$ cat config.mk
export PLATFORM = sky130hd
export DESIGN_NAME = waterfall_counter
export DESIGN_NICKNAME = d
export VERILOG_FILES = /design/src/rtl/waterfall_pkg.sv /design/src/rtl/tick_prescaler.sv /design/src/rtl/waterfall_counter.sv
export SDC_FILE = /design/constraint.sdc
export NUM_CORES = 1
export LEC_CHECK = 0
export CAP_MARGIN = 20
export CORE_MARGIN = 5
export CORE_UTILIZATION = 40
export DETAILED_ROUTE_END_ITERATION = 10
export GPL_TIMING_DRIVEN = 0
export PLACE_DENSITY_LB_ADDON = 0.2
export SLEW_MARGIN = 30
export SYNTH_ARGS = -nofsm -noshare
export SYNTH_HDL_FRONTEND = slang
export SYNTH_SLANG_ARGS = --single-unit
$ cat constraint.sdc
create_clock -name clk100MHz -period 2.9 [get_ports clk100MHz]
set_input_delay 0.725 -clock clk100MHz [delete_from_list [all_inputs] [get_ports clk100MHz]]
set_output_delay 0.725 -clock clk100MHz [all_outputs]
set_load 0.005 [all_outputs]
$ cat src/rtl/waterfall_pkg.sv
// Shared constants for the LED waterfall counter and its prescaler.
// Holds the step-mode encodings and the default prescaler divide ratio.
package waterfall_pkg;

    typedef enum logic [1:0] {
        MODE_UP     = 2'b00,
        MODE_DOWN   = 2'b01,
        MODE_BOUNCE = 2'b10,
        MODE_HOLD   = 2'b11
    } mode_t;

    localparam int DEFAULT_TICK_DIV = 100_000_000;

endpackage

$ cat src/rtl/tick_prescaler.sv
// Clock-enable generator: one-cycle tick every TICK_DIV enabled cycles.
// clear restarts the count from zero and drops any pending tick.
module tick_prescaler
    import waterfall_pkg::*;
#(
    parameter int TICK_DIV = DEFAULT_TICK_DIV
) (
    input  logic clk100MHz,
    input  logic reset,
    input  logic en,
    input  logic clear,
    output logic tick
);

    localparam int CNT_W = $clog2(TICK_DIV);
    localparam logic [CNT_W-1:0] LAST = CNT_W'(TICK_DIV - 1);
    localparam logic [CNT_W-1:0] ONE  = CNT_W'(1);

    logic [CNT_W-1:0] div_cnt_reg;
    logic             tick_reg;

    always_ff @(posedge clk100MHz) begin
        if (reset || clear) begin
            div_cnt_reg <= '0;
            tick_reg    <= 1'b0;
        end else if (en) begin
            if (div_cnt_reg == LAST) begin
                div_cnt_reg <= '0;
                tick_reg    <= 1'b1;
            end else begin
                div_cnt_reg <= div_cnt_reg + ONE;
                tick_reg    <= 1'b0;
            end
        end else begin
            tick_reg <= 1'b0;
        end
    end

    assign tick = tick_reg;

endmodule

$ cat src/rtl/waterfall_counter.sv
// Up/down/bounce step counter with programmable bound, load and terminal-count pulse.
// Define WATERFALL_COUNTER_LED_DECODE_EN to add the registered one-hot led output.
module waterfall_counter
    import waterfall_pkg::*;
#(
    parameter int WIDTH    = 4,
    parameter int TICK_DIV = DEFAULT_TICK_DIV,
    parameter int WRAP     = 1
) (
    input  logic             clk100MHz,
    input  logic             reset,
    input  logic             en,
    input  logic [1:0]       mode,
    input  logic             load,
    input  logic [WIDTH-1:0] load_val,
    input  logic [WIDTH-1:0] max_val,
    output logic [WIDTH-1:0] Y,
    output logic             dir,
    output logic             tick,
    output logic             tc
`ifdef WATERFALL_COUNTER_LED_DECODE_EN
    ,
    output logic [2**WIDTH-1:0] led
`endif
);

    localparam logic [WIDTH-1:0] ONE = WIDTH'(1);

    logic             tick_w;
    logic [WIDTH-1:0] y_reg, y_next;
    logic             dir_reg, dir_next;
    logic             tc_reg, tc_next;

    tick_prescaler #(
        .TICK_DIV (TICK_DIV)
    ) u_prescaler (
        .clk100MHz (clk100MHz),
        .reset     (reset),
        .en        (en),
        .clear     (load),
        .tick      (tick_w)
    );

    // Bounds are tested before any +/-1, so the arithmetic never wraps modulo 2^WIDTH.
    always_comb begin
        y_next   = y_reg;
        dir_next = dir_reg;
        tc_next  = 1'b0;
        if (load) begin
            y_next = (load_val > max_val) ? max_val : load_val;
        end else if (tick_w && en) begin
            case (mode)
                MODE_UP: begin
                    dir_next = 1'b1;
                    if (y_reg > max_val) begin
                        y_next = max_val;
                    end else if (y_reg < max_val) begin
                        y_next = y_reg + ONE;
                    end else begin
                        tc_next = 1'b1;
                        y_next  = (WRAP != 0) ? '0 : y_reg;
                    end
                end
                MODE_DOWN: begin
                    dir_next = 1'b0;
                    if (y_reg > max_val) begin
                        y_next = max_val;
                    end else if (y_reg != '0) begin
                        y_next = y_reg - ONE;
                    end else begin
                        tc_next = 1'b1;
                        y_next  = (WRAP != 0) ? max_val : y_reg;
                    end
                end
                MODE_BOUNCE: begin
                    if (y_reg > max_val) begin
                        y_next = max_val;
                    end else if (max_val == '0) begin
                        dir_next = ~dir_reg;
                        tc_next  = 1'b1;
                    end else if (dir_reg) begin
                        if (y_reg < max_val) begin
                            y_next = y_reg + ONE;
                        end else begin
                            dir_next = 1'b0;
                            y_next   = max_val - ONE;
                            tc_next  = 1'b1;
                        end
                    end else begin
                        if (y_reg != '0) begin
                            y_next = y_reg - ONE;
                        end else begin
                            dir_next = 1'b1;
                            y_next   = ONE;
                            tc_next  = 1'b1;
                        end
                    end
                end
                default: ;
            endcase
        end
    end

    always_ff @(posedge clk100MHz) begin
        if (reset) begin
            y_reg   <= '0;
            dir_reg <= 1'b1;
            tc_reg  <= 1'b0;
        end else begin
            y_reg   <= y_next;
            dir_reg <= dir_next;
            tc_reg  <= tc_next;
        end
    end

    assign Y    = y_reg;
    assign dir  = dir_reg;
    assign tick = tick_w;
    assign tc   = tc_reg;

`ifdef WATERFALL_COUNTER_LED_DECODE_EN
    localparam logic [2**WIDTH-1:0] LED_ONE = (2**WIDTH)'(1);

    logic [2**WIDTH-1:0] led_reg;

    generate
        if (WIDTH > 6) begin : g_width_check
            $error("waterfall_counter: led decode supports WIDTH <= 6");
        end
    endgenerate

    // Decoded from y_next so led moves on the same edge as Y.
    always_ff @(posedge clk100MHz) begin
        if (reset) begin
            led_reg <= LED_ONE;
        end else begin
            led_reg <= LED_ONE << y_next;
        end
    end

    assign led = led_reg;
`endif

endmodule

# Word level (Yosys, flattened, before mapping)

Index checks and enable logic that the tools add are counted.

$add $sub $neg: 4
Multipliers: 0
Div/mod/pow operators: 0
Magnitude comparators: 3
Equality and inequality tests: 5
Shift operators: 0
Multiplexer cells: 28
Bitwise operators: 4
Reduce and logical (&&, ||, !) cells: 12

Operator list:

| cell                                                                  | count |
|---|---|
| 4-bit 2-to-1 mux                                                      | 12 |
| 27-bit by 1-bit adder with 27-bit output, second input constant       | 1 |
| 27-bit equality test, second input constant                           | 1 |
| 27-bit 2-to-1 mux                                                     | 1 |
| 1-bit 2-to-1 mux                                                      | 12 |
| 4-bit case mux with 3 select lines                                    | 1 |
| 4-bit greater-than comparator                                         | 2 |
| 4-bit nonzero test                                                    | 2 |
| 4-bit by 1-bit subtractor with 4-bit output, second input constant    | 2 |
| 1-bit case mux with 3 select lines                                    | 2 |
| 4-bit by 1-bit adder with 4-bit output, second input constant         | 1 |
| 4-bit zero test                                                       | 1 |
| 4-bit < comparator                                                    | 1 |
| 4-bit inequality test, second input constant                          | 1 |
| 1-bit NOT                                                             | 4 |
| 4-bit AND reduction                                                   | 1 |
| 3-bit AND reduction                                                   | 1 |
| 3-bit nonzero test                                                    | 1 |
| 3-bit OR reduction                                                    | 1 |
| 2-bit by 1-bit equality test with 1-bit output, second input constant | 1 |
| 2-bit equality test, second input constant                            | 1 |
| 2-bit zero test                                                       | 1 |
| 2-bit inequality test, second input constant                          | 1 |
| 2-bit nonzero test                                                    | 1 |
| 3 further kinds                                                       | 3 |

Bits in registers: 34
Bits in latches: 0
Bits in writable memories: 0
ROM bits: 0
Input port bits: 14
Output and inout port bits: 7
Word-level logic and storage cells: 61
Memories: 0

# Longest topological paths before layout

Gate-level depths: netlist of the first run.

Depth in word-level cells: 8
Gate-level depth with buffers: 8
Gate-level depth less buffers: 8

# By module

Synthesis of the first run repeated with hierarchy kept, for this count alone.

Cell total of the unflattened synthesis: 298
Area total of the unflattened synthesis: 2494.9 um^2

By module, submodules not included:

| module            | instances | cells an instance | area an instance (um^2) | sequential area each (um^2) |
|---|---|---|---|---|
| tick_prescaler    | 1         | 155               | 1343.8                  | 560.5 |
| waterfall_counter | 1         | 143               | 1151.1                  | 120.1 |

# Worst setup path after synthesis of the first run

OpenSTA, ideal clock, no wires.

Path type: input to register
Start point: input max_val[3]
End point: register dir_reg, in the netlist dir
Setup time: 0.120 ns
Arrival: 2.286 ns
Data required time: 2.780 ns
Setup slack: 0.495 ns
Cell stages on the path: 7
Path buffers: 0
Cells stage by stage: inv_1 -> ha_1 -> a21oi_2 -> a21oi_2 -> a2111oi_4 -> nor2_1 -> a211o_1

Longest elaborated chain between the ends: 6
Elaborated cells on any way between the ends: 10
Those cells by class: order compare: 2; eq/ne: 1; mux: 5; reduce/logical: 2

Ends and longest elaborated chain:

| item                               | RTL line                 | text |
|---|---|---|
| start, declared                    | waterfall_counter.sv:16  | `input logic [WIDTH-1:0] max_val,` |
| 4-bit < comparator                 | waterfall_counter.sv:82  | `if (y_reg < max_val) begin` |
| 1-bit 2-to-1 mux                   | waterfall_counter.sv:82  |  |
| 1-bit 2-to-1 mux                   | waterfall_counter.sv:81  | `end else if (dir_reg) begin` |
| 1-bit 2-to-1 mux                   | waterfall_counter.sv:78  | `end else if (max_val == '0) begin` |
| 1-bit 2-to-1 mux                   | waterfall_counter.sv:76  | `if (y_reg > max_val) begin` |
| 1-bit case mux with 3 select lines | waterfall_counter.sv:52  | `case (mode)` |
| end signal, assigned               | waterfall_counter.sv:111 | `dir_reg <= dir_next;` |
| end, declared                      | waterfall_counter.sv:31  | `logic dir_reg, dir_next;` |

Several ways; a longest one is shown, not always the timed one. The select of a mux whose other input is x is not followed.
A chain may end at the register's enable or synchronous reset.

# Worst setup path after layout of the first run

Start point: input max_val[1]
End point: register y_reg[3], in the netlist Y[3]

Longest elaborated chain between the ends: 8
Elaborated cells on any way between the ends: 18
Those cells by class: add/sub: 1; order compare: 3; eq/ne: 1; mux: 11; reduce/logical: 2

Ends and longest elaborated chain:

| item                                                                                     | RTL line                                                                  | text |
|---|---|---|
| 4-bit by 1-bit subtractor with 4-bit output / 4-bit < comparator (equally long branches) | waterfall_counter.sv:86, waterfall_counter.sv:57, waterfall_counter.sv:82 |  |
| 4-bit 2-to-1 mux                                                                         | waterfall_counter.sv:82                                                   |  |
| 4-bit 2-to-1 mux                                                                         | waterfall_counter.sv:81                                                   |  |
| 4-bit 2-to-1 mux                                                                         | waterfall_counter.sv:78                                                   |  |
| 4-bit 2-to-1 mux                                                                         | waterfall_counter.sv:76                                                   |  |
| 4-bit case mux with 3 select lines                                                       | waterfall_counter.sv:52                                                   |  |
| 4-bit 2-to-1 mux                                                                         | waterfall_counter.sv:51                                                   | `end else if (tick_w && en) begin` |
| 4-bit 2-to-1 mux                                                                         | waterfall_counter.sv:49                                                   | `if (load) begin` |
| end signal, assigned                                                                     | waterfall_counter.sv:110                                                  | `y_reg <= y_next;` |
| end, declared                                                                            | waterfall_counter.sv:30                                                   | `logic [WIDTH-1:0] y_reg, y_next;` |

Several ways; a longest one is shown, not always the timed one. The select of a mux whose other input is x is not followed.

==> flow_metrics.tcl, run 1 <==
set metrics [dict create \
    status "finished clean" \
    grt_usage_pct 16.1 \
    drtPass1Iterations 4 \
    final_core_util_pct 48.3 \
    ys_ff_latch 34 \
    start_util_pct 40.9 \
    hold_path_class "flop to flop" \
    synth-seq-area-share_pct 28.1 \
    cts_sinks 34 \
    grt_pass1_vias 2105 \
    cts-root-buf "clkbuf_8" \
    synth_edf_count 0 \
    fp.dieH_um 87.8 \
    rows 28 \
    ir_drop_v 0.000284 \
    port_buffers 18 \
    num_antenna_cells 0 \
    placed_cells 374 \
    synth_area_mm2 0.00242 \
    grt_start_max_net_pins 11 \
    hold_violations 0 \
    post_layout_nonfiller_instances 381 \
    worst-path-max-fanout 7 \
    core_mm2 0.00592 \
    startpoint_type "input port" \
    ys_types 59 \
    n_fill_cell 576 \
    cp.required_ns 3.09 \
    num_vias 2107 \
    clock_path_buffers 2 \
    holdWs_ns 0.522 \
    tightest_slew_ns 0.456 \
    worstSetupPathType "input port to flop" \
    place_area_mm2 0.00270 \
    slew_viol_final 0 \
    setup-violations-final 0 \
    clk_latency_ns 0.28 \
    postLayoutCellArea_mm2 0.00286 \
    rsz0062_at_grt "no" \
    synthCells 281 \
    grt.overflow.total 0 \
    nets 339 \
    endpoint_kind "flop" \
    finalCriticalPeriod_ns 2.74 \
    cts_made_buffers 5 \
    cts_hold_buffers 0 \
    power_mw 1.09 \
    areaGrowthSynthToFinish_pct 18.1 \
    syn_area_per_cell_um2 8.62 \
    clock.fmax_mhz 365 \
    cts.htree.levels 2 \
    grt_pass1_wl_um 9910 \
    routabilityCongestion 0.873 \
    dp_slack_ns -0.593 \
    ys_warn_count 0 \
    synthArstFlopShare_pct 0 \
    power_density_mw_per_mm2 381 \
    largest_reg_flops 27 \
    die_w_um 87.8 \
    finalClockSkew_ns 0.00539 \
    drc 0 \
    path_clk_slew_ns 0.06 \
    post-route-period-util_pct 94.4 \
    die_area_mm2 0.00771 \
    first_iter_violations 95 \
    arrival_ns 2.93 \
    fin_ws_ns 0.162 \
    power.leakage_nw 1.08 \
    drive_gt1_share_pct 12.4 \
    dp_hpwl_um 4350 \
    cap_violations 0 \
    yosys_most_used_dff "dfxtp_1" \
    antenna_found_initial 0 \
    tns_ns 0 \
    wl_um 5720 \
    drtAntennaViolNets 0 \
    vias_per_cell 5.53 \
    post_drt_wl_per_cell_um 15.0 \
    tritoncts "yes" \
    synth_nets 313 \
    ioPinCount 21 \
    slew_headroom_pct 69.6 \
]
-- cells by family after synthesis --
family / Yosys count / share of synthesized area (%)
AND/OR/NAND/NOR: 115 / 25.4
AO/OA/AOI/OAI: 54 / 19.0
flip-flops: 34 / 28.1
XOR/XNOR: 31 / 11.2
buffers and inverters: 22 / 4.03
adder cells (fa/ha/maj): 18 / 9.30
multiplexers: 7 / 3.00
-- worst max-delay path, stage by stage --
cell and delay (ns):
dlygate4sd2_1 0.30, inv_1 0.13, ha_1 0.33, nor2b_4 0.16, o211ai_4 0.36, a211oi_4 0.17
or2_1 0.28, a211o_1 0.27, a221oi_2 0.20
-- repair_timing --
item / CTS / global route
pin swaps: 1 / 3
resized for setup: 11 / 7
setup endpoints to repair: 5 / 5
buffers inserted: 0 / 1
-- layout make-up --
cell class	instances	area [µm²]	share of cell area (%)
well taps	75	93.8	3.28
inverters	13	48.8	1.71
plain buffers	9	50.0	1.75
clock buffers	6	82.6	2.89
repair buffers	19	190	6.65
multi-input cells	225	1710	59.9
flip-flops and latches	34	681	23.8
-- where the power goes --
group / total [mW] / internal (mW) / switching, mW
Sequential: 0.484 / 0.473 / 0.0115
Combinational: 0.269 / 0.121 / 0.148
Clock: 0.334 / 0.183 / 0.152
-- synthesized netlist by cell type, types with 3 or more instances --
library cell  number  area share, %
nor2b_1            3           0.78
inv_1             13            2.0
a211oi_1           3           0.93
o21ai_0            4           0.83
a211o_1            3            1.1
nand3_1           15            3.1
clkbuf_1           3           0.47
nor3_1            12            2.5
a221oi_1           3            1.1
and3_1             6            1.6
o211ai_1           3           0.93
a21oi_1            9            1.9
buf_2              3           0.62
nand2_1           14            2.2
nor2_1            37            5.7
xnor2_1           11            4.0
ha_1              18            9.3
or3_1              3           0.78
nor3b_1            3           0.93
o31ai_1            3           0.93
xor2_1            20            7.2
mux2i_1            5            2.1
and4_1             5            1.8
dfxtp_1           34             28
nand4_1            7            1.8
-- layer usage --
metal,track usage [%],up-vias,wire (µm)
li1,-,1078,-
met4,5.86,0,97
met2,27.9,48,2800
met5,0,-,0
met1,19.3,970,2550
met3,4.05,11,280
-- cells in the final DEF, fill, tap and decap left out, types with 2 or more instances in the layout --
| cell | instances |
|---|---|
| buf_4 | 2 |
| inv_1 | 13 |
| nor4b_1 | 2 |
| and3_1 | 6 |
| nor2b_1 | 3 |
| mux2i_1 | 5 |
| a211oi_1 | 3 |
| nor3b_1 | 3 |
| xnor2_1 | 11 |
| a21oi_4 | 2 |
| nor3_1 | 12 |
| clkdlybuf4s50_1 | 14 |
| a21oi_1 | 9 |
| o211ai_1 | 3 |
| clkbuf_1 | 2 |
| mux2_2 | 2 |
| a211o_1 | 3 |
| nor2_1 | 36 |
| o211a_1 | 2 |
| xor2_1 | 20 |
| a311o_1 | 2 |
| o32ai_1 | 2 |
| buf_2 | 3 |
| or3_1 | 3 |
| nand2_1 | 13 |
| dfxtp_1 | 34 |
| clkbuf_8 | 6 |
| o31ai_1 | 2 |
| ha_1 | 17 |
| o21ai_0 | 4 |
| dlygate4sd2_1 | 2 |
| dlymetal6s2s_1 | 2 |
| and4_1 | 5 |
| nand4_1 | 7 |
| a221oi_1 | 3 |
| nand3_1 | 15 |
-- final timing paths --
check                                                start                                        to  slack (ns)  depth (start not counted)
setup / recovery                                max_val[1]                         Y[3]$_SDFFE_PP0P_        0.16                          9
hold reg to reg   u_prescaler.div_cnt_reg[22]$_SDFFE_PP0P_  u_prescaler.div_cnt_reg[22]$_SDFFE_PP0P_        0.52                          2
setup reg to reg                         Y[0]$_SDFFE_PP0P_                         Y[2]$_SDFFE_PP0P_        0.44                          8
hold / removal    u_prescaler.div_cnt_reg[22]$_SDFFE_PP0P_  u_prescaler.div_cnt_reg[22]$_SDFFE_PP0P_        0.52                          2
No activity file was read; power rests on OpenSTA's default activity.
==> run 2, diff against run 1 <==
SKIP_LAST_GASP = 1   (was not set)
==> results of run 2 <==
Final layout, timing and power as in run 1 (identical DEF).
